## src/rtl/day4_pkg.sv

```systemverilog
// Day 4 shared definitions: grid size defaults, access threshold,
// FSM state encoding and the index-width helper.
package day4_pkg;

  localparam int COLS_DEF   = 136;
  localparam int ROWS_DEF   = 136;
  localparam int THRESH_DEF = 4;

  localparam logic [1:0] ST_RUN   = 2'd0;
  localparam logic [1:0] ST_FLUSH = 2'd1;
  localparam logic [1:0] ST_DRAIN = 2'd2;

  // Bits needed to hold the values 0 .. n-1.
  function automatic int idx_w(input int n);
    return (n <= 2) ? 1 : $clog2(n);
  endfunction

endpackage

```

## src/rtl/day4_popcount8.sv

```systemverilog
// Combinational popcount of 8 neighbour bits.
// Ports: bits[7:0] in, count[3:0] out (0..8).
module day4_popcount8 (
  input  logic [7:0] bits,
  output logic [3:0] count
);

  always_comb begin
    count = '0;
    for (int i = 0; i < 8; i++)
      count = count + {3'b000, bits[i]};
  end

endmodule

```

## src/rtl/day4_neighbor_window.sv

```systemverilog
// Streaming 3x3 neighbour window over a row-major roll grid.
// Ports: clk, rst; in_valid/in_ready/in_cell; out_valid/out_ready/out_count/out_access/out_last; busy.
module day4_neighbor_window
  import day4_pkg::*;
#(
  parameter int COLS   = COLS_DEF,
  parameter int ROWS   = ROWS_DEF,
  parameter int THRESH = THRESH_DEF
) (
  input  logic       clk,
  input  logic       rst,
  input  logic       in_valid,
  output logic       in_ready,
  input  logic       in_cell,
  output logic       out_valid,
  input  logic       out_ready,
  output logic [3:0] out_count,
  output logic       out_access,
  output logic       out_last,
  output logic       busy
);

  localparam int N   = ROWS * COLS;
  localparam int CHW = 2 * COLS + 3;
  localparam int IW  = idx_w(N + COLS + 1);
  localparam int CW  = idx_w(COLS);
  localparam int RW  = idx_w(ROWS);

  localparam logic [IW-1:0] I_EMIT   = IW'(COLS + 1);
  localparam logic [IW-1:0] I_LASTIN = IW'(N - 1);
  localparam logic [IW-1:0] I_LASTFL = IW'(N + COLS);
  localparam logic [CW-1:0] C_MAX    = CW'(COLS - 1);
  localparam logic [RW-1:0] R_MAX    = RW'(ROWS - 1);
  localparam logic [3:0]    TH       = 4'(THRESH);

  logic [1:0]     state;
  logic [IW-1:0]  idx;
  logic [CW-1:0]  ccol;
  logic [RW-1:0]  crow;
  logic [CHW-2:0] sr;
  logic [CHW-1:0] win;
  logic [7:0]     nb;
  logic [3:0]     cnt;
  logic           stall;
  logic           advance;
  logic           emit;
  logic           din;
  logic           done;
  logic           first_col;
  logic           last_col;
  logic           first_row;

  assign stall   = out_valid & ~out_ready;
  assign advance = ~stall &
                   ((state == ST_RUN & in_valid) |
                    state == ST_FLUSH);
  assign in_ready = ~rst & (state == ST_RUN) & ~stall;
  assign emit     = advance & (idx >= I_EMIT);
  assign din      = (state == ST_RUN) & in_cell;

  // Window as it will look after this shift: the
  // stored chain plus the incoming bit at tap 0.
  assign win = {sr, din};

  assign first_col = (ccol == '0);
  assign last_col  = (ccol == C_MAX);
  assign first_row = (crow == '0);

  // Stale chain contents (reset, wrap-around) only
  // ever reach masked taps.
  assign nb = {
    win[2*COLS+2] & ~first_row & ~first_col,
    win[2*COLS+1] & ~first_row,
    win[2*COLS]   & ~first_row & ~last_col,
    win[COLS+2]   & ~first_col,
    win[COLS]     & ~last_col,
    win[2]        & ~first_col,
    win[1],
    win[0]        & ~last_col
  };

  day4_popcount8 u_pop (
    .bits  (nb),
    .count (cnt)
  );

  assign done = (state == ST_DRAIN) & out_valid &
                out_ready & out_last;

  always_ff @(posedge clk) begin
    if (advance)
      sr <= win[CHW-2:0];
  end

  always_ff @(posedge clk) begin
    if (rst || done) begin
      state <= ST_RUN;
      idx   <= '0;
      ccol  <= '0;
      crow  <= '0;
      busy  <= 1'b0;
    end else begin
      if (advance) begin
        idx <= idx + 1'b1;
        if (state == ST_RUN)
          busy <= 1'b1;
        if (state == ST_RUN && idx == I_LASTIN)
          state <= ST_FLUSH;
        if (state == ST_FLUSH && idx == I_LASTFL)
          state <= ST_DRAIN;
      end
      if (emit) begin
        if (last_col) begin
          ccol <= '0;
          crow <= crow + 1'b1;
        end else begin
          ccol <= ccol + 1'b1;
        end
      end
    end
  end

  always_ff @(posedge clk) begin
    if (rst) begin
      out_valid  <= 1'b0;
      out_count  <= '0;
      out_access <= 1'b0;
      out_last   <= 1'b0;
    end else if (emit) begin
      out_valid  <= 1'b1;
      out_count  <= cnt;
      out_access <= win[COLS+1] & (cnt < TH);
      out_last   <= (crow == R_MAX) & last_col;
    end else if (out_ready) begin
      out_valid  <= 1'b0;
    end
  end

endmodule
```

## config.mk

```make
export PLATFORM = sky130hd
export DESIGN_NAME = day4_neighbor_window
export DESIGN_NICKNAME = d
export VERILOG_FILES = /design/src/rtl/day4_pkg.sv /design/src/rtl/day4_popcount8.sv /design/src/rtl/day4_neighbor_window.sv
export SDC_FILE = /design/constraint.sdc
export NUM_CORES = 1
export LEC_CHECK = 0
export ABC_AREA = 1
export ABC_CLOCK_PERIOD_IN_PS = 4300
export BUFFER_PORTS_ARGS = -buffer_cell sky130_fd_sc_hd__buf_2
export CAP_MARGIN = 10
export CORE_ASPECT_RATIO = 0.75
export CORE_MARGIN = 2
export CORE_UTILIZATION = 40
export DETAILED_ROUTE_END_ITERATION = 10
export GPL_TIMING_DRIVEN = 1
export PLACE_DENSITY = 0.53
export SYNTH_ARGS = -nofsm -noshare
export SYNTH_HDL_FRONTEND = slang
export SYNTH_HIERARCHICAL = 1
export SYNTH_SLANG_ARGS = --single-unit
export TNS_END_PERCENT = 50
```

## constraint.sdc

```tcl
create_clock -name clk -period 4.3 [get_ports clk]
set_clock_uncertainty 0.15 [all_clocks]
set_input_delay 0 -clock clk [delete_from_list [all_inputs] [get_ports clk]]
set_output_delay 0 -clock clk [all_outputs]
set_load 0.05 [all_outputs]
```

# Word level (Yosys, flattened, before mapping)

Index checks and enable logic that the tools add are counted.
Widths: inputs -> output; s select.

Multiplexer cells: 5
$add $sub $neg: 10
$lt $le $gt $ge: 2
Div/mod/pow operators: 0
Multipliers: 0
Equal/unequal tests: 6
Bitwise operators: 28
Shifts and indexed selects: 0
Reductions and logical operators: 11

Operator list:

| kind                  | number |
|---|---|
| $eq 15x15->1 const B  | 2 |
| $add 4x1->4           | 6 |
| $and 1x1->1           | 21 |
| $add 8x1->8 const B   | 2 |
| $eq 8x8->1 const B    | 2 |
| $logic_not 8->1       | 2 |
| $add 15x1->15 const B | 1 |
| $ge 15x8->1 const B   | 1 |
| $mux 8                | 1 |
| $not 1->1             | 6 |
| $reduce_and 2->1      | 3 |
| $lt 4x3->1 const B    | 1 |
| $mux 2                | 2 |
| $reduce_bool 2->1     | 2 |
| $add 1x1->2           | 1 |
| $eq 2x1->1 const B    | 1 |
| $eq 2x2->1 const B    | 1 |
| $logic_and 1x1->1     | 2 |
| $logic_not 2->1       | 1 |
| $mux 1                | 2 |
| $logic_or 1x1->1      | 1 |
| $or 1x1->1            | 1 |

RAM bits: 0
Input bits: 5
Latch bits: 0
Register bits after elaboration: 315
Memories: 0
Bits in read-only memories: 0
Logic and storage cells: 72
Output and inout bits: 9

# Longest topological paths before layout

Gate-level depths: netlist (run 1).

Depth after elaboration: 12
Mapped depth: 19
Depth with buffers taken out: 19

# Cells and area by module

The synthesis (run 1) kept the hierarchy.

Modules (own cells, without submodules):

| module               | cells an instance | sequential area each (um2) | area an instance (um2) | instances |
|---|---|---|---|---|
| day4_neighbor_window | 621               | 9,048.7                    | 10,566.4               | 1 |
| day4_popcount8       | 29                | 0.0                        | 201.4                  | 1 |

# Worst setup path before layout (run 1)

OpenSTA, ideal clock, no wires.

Kind: reg-to-reg
Start: reg out_valid
End: reg crow[4]
Period minus slack after synthesis: 4.824 ns
Data required time: 4.070 ns
Stages on the path, launching flop included: 7
Setup slack: -0.524 ns
Path buffers: 1
Arrival: 4.594 ns
Setup time: 0.080 ns
Cell sequence: dfxtp_1 -> nand2_2 -> o211ai_4 -> inv_2 -> buf_2 -> nand4_1 -> a21oi_1

Word-level cells in the longest chain between the ends: 5
Elaborated cells on any way between the ends: 9
Those cells by class: 7 x bitwise; 2 x reduce/logical

Ends and longest elaborated chain:

| element                    | RTL line                    | RTL |
|---|---|---|
| start: declaration         | day4_neighbor_window.sv:15  | `output logic out_valid,` |
| start signal: assignment   | day4_neighbor_window.sv:125 | `out_valid <= 1'b0;` |
| start signal: assignment   | day4_neighbor_window.sv:130 | `out_valid <= 1'b1;` |
| start signal: assignment   | day4_neighbor_window.sv:135 | `out_valid <= 1'b0;` |
| $and 1x1->1                | day4_neighbor_window.sv:53  | `assign stall = out_valid & ~out_ready;` |
| $not 1->1                  | day4_neighbor_window.sv:54  | `assign advance = ~stall &` |
| $and 1x1->1                | day4_neighbor_window.sv:54  |  |
| net advance                | day4_neighbor_window.sv:45  | `logic advance;` |
| $and 1x1->1                | day4_neighbor_window.sv:58  | `assign emit = advance & (idx >= I_EMIT);` |
| $reduce_and 2->1 (no line) | n/a                         |  |
| end signal: assignment     | day4_neighbor_window.sv:115 | `crow <= crow + 1'b1;` |
| end: declaration           | day4_neighbor_window.sv:39  | `logic [RW-1:0] crow;` |

The timed path passes the listed nets, and every way through them passes these cells.
A chain may end at the register's enable or synchronous reset.

# Final worst setup path (run 1)

Start: reg ccol[0]
End: reg out_access

Elaborated cells on any way between the ends: 19
Those cells by class: 7 x add/sub; 1 x order compare; 1 x eq/ne; 9 x bitwise; 1 x reduce/logical

RTL lines:

| element                  | RTL line                    | RTL |
|---|---|---|
| start: declaration       | day4_neighbor_window.sv:38  | `logic [CW-1:0] ccol;` |
| start signal: assignment | day4_neighbor_window.sv:117 | `ccol <= ccol + 1'b1;` |
| $eq 8x8->1               | day4_neighbor_window.sv:66  | `assign last_col = (ccol == C_MAX);` |
| $not 1->1                | day4_neighbor_window.sv:76  | `win[COLS] & ~last_col,` |
| $and 1x1->1              | day4_neighbor_window.sv:76  |  |
| net nb[3]                | day4_neighbor_window.sv:42  | `logic [7:0] nb;` |
| $add 4x1->4 (5 in a row) | day4_popcount8.sv:11        | `count = count + {3'b000, bits[i]};` |
| net cnt[2]               | day4_neighbor_window.sv:43  | `logic [3:0] cnt;` |
| $lt 4x3->1               | day4_neighbor_window.sv:132 | `out_access <= win[COLS+1] & (cnt < TH);` |
| $and 1x1->1              | day4_neighbor_window.sv:132 |  |
| end signal: assignment   | day4_neighbor_window.sv:132 |  |
| end: declaration         | day4_neighbor_window.sv:18  | `output logic out_access,` |

The timed path passes the listed nets, and every way through them passes these cells.

==> results.yml, run 1 <==
status:
  status: "finished, final reports clean"
yosys:
  ys_ff_latch: 315
  syn_inst: 650
  async_flop_share: 0
  yosys-top-cells-area: "edfxtp_1 76%, dfxtp_1 7.6%, nand2_1 3.0%"
  synth_top_cell_by_area: "edfxtp_1"
  synth_edf_count: 274
  yosysUniqueCellTypes: 30
  synth.avg_cell_area_sq_um: 16.6
  yosysMostFrequentCell: "edfxtp_1"
  ys.flop_type: "edfxtp_1"
  syn-cell-area_sq_um: 10800
  synth_top_area_share: 0.764
  yosysWarnings: 6
  synth_nets: 669
  yosys-top-cells-count: "274 x edfxtp_1, 85 x nand2_1, 56 x inv_1, 51 x nor2_1, 41 x dfxtp_1"
  ys_seq_area_frac: 0.840
drt:
  wl_met3_um: 671
  route.layer.met1.wl_um: 8170
  ant_nets: 0
  vias_per_cell: 4.73
  wl_met2_um: 5960
  drt-initial-drc-count: 409
  route.final.wire_length_um: 15300
  routedWlPerCell_um: 14.4
  routed.top_layer: "met4"
  vias: 5006
  detail_route.first_pass.iterations: 5
  drc: 0
global_routing:
  grt_use_total: 0.107
  grt_max_degree: 118
  grt.overflow.total: 0
  antenna_found_initial: 0
  first_global_vias: 4767
  grt_pass1_wl_um: 24900
clocking:
  cts-buffers-inserted: 29
  postCtsSetupRepairBufs: 0
  cts.sinks: 315
  cts_buffer_depth: 3
  h-tree-depth: 1
  cts_root_buf: "clkbuf_16"
  path_clk_slew_ns: 0.06
  clock_latency_ns: 0.54
  tritoncts: "built"
place:
  place_inst: 1000
  placed_cell_area_sq_um: 11200
  gp_congestion: 0.760
  place_hpwl_um: 7820
  port-buffer-count: 13
sta:
  hold_viol_final: 0
  fin_crit_sh: 0.917
  setup_viol: 0
  relSlewSlack: 0.470
  timing.hold.ws_ns: 0.0865
  min_period_ns: 3.94
  rsz0062_at_grt: "no"
  worst_pin_slew_ns: 0.795
  fin_setup_tns_ns: 0
  maxSlewViolCount: 0
  clock.fmax_mhz: 254
layout:
  final_util: 0.469
  drive_gt1_frac: 0.110
  design_area_sq_um: 12300
  area_growth_pct: 14.2
  fin_nets: 711
  diodes: 0
  nFillCells: 2194
  final_cells: 1059
hold_path:
  hp-class: "input pin to register"
die:
  rows: 51
  die_w_um: 193
  die_h_um: 146
  core-area_sq_um: 26200
  io-pin-count: 14
  start_util: 0.411
  dieArea_sq_um: 28300
pwr:
  vdd_drop_max_v: 0.000394
  p_leak_nw: 3.72
  powerDensity_nw_per_um2: 499
setup_path:
  worst_setup_path_start_kind: "register"
  crit_arrival_ns: 4.27
  end_kind: "register"
  path_class: "register to register"
  cp.required_ns: 4.63
  crit_path_max_fanout: 12
flow_run:
  max_cap_violations: 0
[critical path, cell delays in order (launching register included)]
cell and delay (ns):
dfxtp_1 0.37, ha_1 0.22, nand3_1 0.14, nor2_4 0.33, nor2_1 0.07, inv_1 0.08, fa_1 0.42, fa_1 0.51
fa_1 0.42, inv_1 0.07, ha_1 0.16, inv_1 0.06, fa_1 0.38, nand2_1 0.08, nand2_1 0.06, nor2_1 0.08
nand4_1 0.10, a21oi_1 0.16
[state kept, by name, summed over array words and instances (netlist names)]
signal / cells
sr: 274
idx: 15
ccol: 8
crow: 8
out_count: 4
state: 2
busy: 1
out_access: 1
out_last: 1
out_valid: 1
[metal layers]
layer  global-route usage  up-vias
met2                0.142      105
li1                     -     2406
met5                    0        -
met4               0.0439        0
met3               0.0208       40
met1                0.171     2455
[path summary, 6_finish.rpt]
| check | start | end | slack, ns | cells after the start |
|---|---|---|---|---|
| hold / removal | rst | out_last | 0.09 | 3 |
| hold reg to reg | sr[142] | sr[143] | 0.26 | 0 |
| setup reg to reg | ccol[0] | out_access | 0.36 | 17 |
| setup / recovery | ccol[0] | out_access | 0.36 | 17 |
[report_power, final]
group,internal [W],switching (W)
Sequential,0.00334,0.00000977
Clock,0.00161,0.00108
Combinational,0.0000173,0.0000769
[placed cells by master (no fill, tap or decap), drive strengths merged, types with 2 or more instances in the layout]
cell type,count
bufinv,6
xor2,10
clkinvlp,8
nor4,4
nor3b,4
o21ai,13
fa,4
clkbuf,35
nand3,15
nand3b,2
dfxtp,41
or2,3
buf,16
a21oi,28
nand2,88
clkinv,4
nor3,13
inv,63
nor2,52
edfxtp,274
dlygate4sd3,5
nand4,14
ha,10
[what timing repair did]
item / CTS / global route
endpoints found under the hold margin: 25 / 0
hold buffers: 5 / 0
endpoints found under the setup margin: 0 / 0
resized for setup: 0 / 0
[per-stage QoR]
stage | setup WS, ns | total power [W]
floorplan | 0.523 | 0.00349
global placement | 0.475 | 0.00351
global route | 0.0302 | 0.00638
detailed placement | 0.397 | 0.00351
finish | 0.358 | 0.00614
CTS | 0.341 | 0.00624
[kinds of logic (layout without fill, tap and decap cells)]
group / after synthesis / count (layout) / share of synthesized area
buffers and inverters: 72 / 137 / 0.0284
AO/OA/AOI/OAI: 44 / 44 / 0.0229
XOR/XNOR: 10 / 10 / 0.00813
AND/OR/NAND/NOR: 195 / 195 / 0.0812
adder cells (fa/ha/maj): 14 / 14 / 0.0191
flip-flops: 315 / 315 / 0.840
[final cells by class]
class                           count  area [sq um]  share of cell area
Timing Repair Buffer               21           150              0.0122
Tap cell                          344           430              0.0350
Multi-Input combinational cell    263          1410               0.115
Clock inverter                     19           269              0.0219
Sequential cell                   315          9050               0.736
Inverter                           62           240              0.0195
Clock buffer                       35           748              0.0608
(Power assumes the default switching activity.)
==> inputs of run 2 (changes only) <==
--- a/config.mk
+++ b/config.mk
@@ -12,6 +12,7 @@
 export CORE_ASPECT_RATIO = 0.75
 export CORE_MARGIN = 2
 export CORE_UTILIZATION = 40
+export CTS_BUF_LIST = sky130_fd_sc_hd__clkbuf_16
 export DETAILED_ROUTE_END_ITERATION = 10
 export GPL_TIMING_DRIVEN = 1
 export PLACE_DENSITY = 0.53
==> run 2 against run 1 <==
Compared with the run above: count of clock-buffer cells in the layout fell by 6; sequential power about the same; wire length is 0.30% higher; critical endpoint unchanged; first-iteration DRC count rose by 1.2%; combinational power is essentially flat; sequential cell count is the same; setup slack got worse by 0.0094 ns; maximum frequency fell by 0.24%; largest power group unchanged; critical path type unchanged; via count about the same; critical path depth unchanged; largest cell class unchanged; register-to-register slack hardly changed.
==> results.yml, run 2 (synthesized netlist as in run 1, its figures left out) <==
setup_path:
  crit_arrival_ns: 4.28
  worstReg2RegStart: "ccol[0]"
  crit_path_max_fanout: 12
  cp.required_ns: 4.63
  r2r-end: "out_access"
  regToRegSetupSlack_ns: 0.35
  worst_setup_path_start_kind: "register"
  end_kind: "register"
  ff2ff_path_depth: 17
  path_class: "register to register"
die:
  rows: 51
  dieArea_sq_um: 28300
  die_w_um: 193
  io-pin-count: 14
  die_h_um: 146
  start_util: 0.411
  core-area_sq_um: 26200
hold_path:
  hold_start: "rst"
  min_path_cells: 3
  hold_end: "out_last"
  hp-class: "input pin to register"
clocking:
  postCtsSetupRepairBufs: 0
  cts-buffers-inserted: 29
  tritoncts: "built"
  path_clk_slew_ns: 0.06
  clock_latency_ns: 0.54
  cts_root_buf: "clkbuf_16"
  h-tree-depth: 1
  cts.sinks: 315
  cts_buffer_depth: 3
layout:
  drive_gt1_frac: 0.110
  layout_commonest_cell: "edfxtp_1"
  area_growth_pct: 14.2
  design_area_sq_um: 12300
  largest_reg_flops: 274
  largest_register: "sr"
  nFillCells: 2194
  diodes: 0
  top_regs: "sr (274), idx (15)"
  fin_nets: 711
  mostFrequentLayoutCells: "274 x edfxtp_1, 85 x nand2_1, 62 x inv_1, 51 x nor2_1, 41 x dfxtp_1"
global_routing:
  antenna_found_initial: 0
  first_global_vias: 4769
  grt_pass1_wl_um: 24900
  grt.overflow.total: 0
  grt_max_degree: 118
  grt_use_total: 0.107
sta:
  setup_slack_ns: 0.349
  fin_crit_sh: 0.919
  relSlewSlack: 0.469
  fin_setup_tns_ns: 0
  hold_viol_final: 0
  setup_viol: 0
  worst_pin_slew_ns: 0.796
  rsz0062_at_grt: "no"
  clock.fmax_mhz: 253
  min_period_ns: 3.95
  timing.hold.ws_ns: 0.0850
  maxSlewViolCount: 0
place:
  gp_congestion: 0.760
  placed_cell_area_sq_um: 11200
  place_hpwl_um: 7820
  port-buffer-count: 13
  place_ws_ns: 0.397
drt:
  vias: 5008
  drt-initial-drc-count: 414
  drc: 0
  detail_route.first_pass.iterations: 5
  route.final.wire_length_um: 15300
  vias_per_cell: 4.73
  routedWlPerCell_um: 14.5
  ant_nets: 0
pwr:
  powerDensity_nw_per_um2: 498
  vdd_drop_max_v: 0.000394
  p_leak_nw: 3.74
flow_run:
  max_cap_violations: 0
status:
  status: "finished, final reports clean"
run 2: cell types whose count changed in the layout (fill, tap and decap cells not counted):
cell / delta
clkbuf_1: -6
inv_1: +6
run 2: area by class of cell:
| cell class | instances | area, sq um | area share |
|---|---|---|---|
| repair buffers | 21 | 150 | 0.0122 |
| well taps | 344 | 430 | 0.0350 |
| clock inverters | 25 | 292 | 0.0237 |
| inverters | 62 | 240 | 0.0195 |
| flip-flops and latches | 315 | 9050 | 0.736 |
| clock buffers | 29 | 726 | 0.0590 |
| multi-input cells | 263 | 1410 | 0.115 |
run 2: worst max-delay path, cell delays in order (launching register included):
cell and delay [ns]:
dfxtp_1 0.37, ha_1 0.22, nand3_1 0.14, nor2_4 0.34, nor2_1 0.07, inv_1 0.08
fa_1 0.42, fa_1 0.51, fa_1 0.42, inv_1 0.07, ha_1 0.16, inv_1 0.06
fa_1 0.38, nand2_1 0.08, nand2_1 0.06, nor2_1 0.08, nand4_1 0.11, a21oi_1 0.16
run 2: how the worst max path moves through the flow:
stage / slack [ns] / cells past startpoint / to / start
6_report: 0.35 / 17 / out_access / ccol[0]
5_1_grt: 0.03 / 17 / out_access / ccol[0]
4_1_cts: 0.34 / 17 / out_access / ccol[0]
3_5_place_dp: 0.40 / 17 / out_access / ccol[0]
3_3_place_gp: 0.47 / 17 / out_access / ccol[0]
2_1_floorplan: 0.52 / 18 / out_access / ccol[0]
run 2: metal layers:
layer	vias to the layer above	GRT usage	routed length, um
met3	42	0.0208	718
met1	2451	0.171	8170
li1	2407	-	-
met5	-	0	0
met4	0	0.0439	473
met2	108	0.142	5970
run 2: power by group:
part,switching (W),internal [W]
registers,0.00000973,0.00334
clock network,0.00109,0.00159
logic,0.0000771,0.0000172
run 2: per-stage QoR:
step,util,std cells,power [W]
after floorplan,-,650,0.00349
after global placement,0.428,1000,0.00351
after detailed placement,0.428,1000,0.00351
after CTS,0.469,1059,0.00622
after global routing,0.469,1059,0.00637
final,0.469,1059,0.00613
run 2: what timing repair did:
item | in CTS | in global routing
endpoints found under the hold margin | 25 | 0
gates resized for setup | 0 | 0
hold buffers | 5 | 0
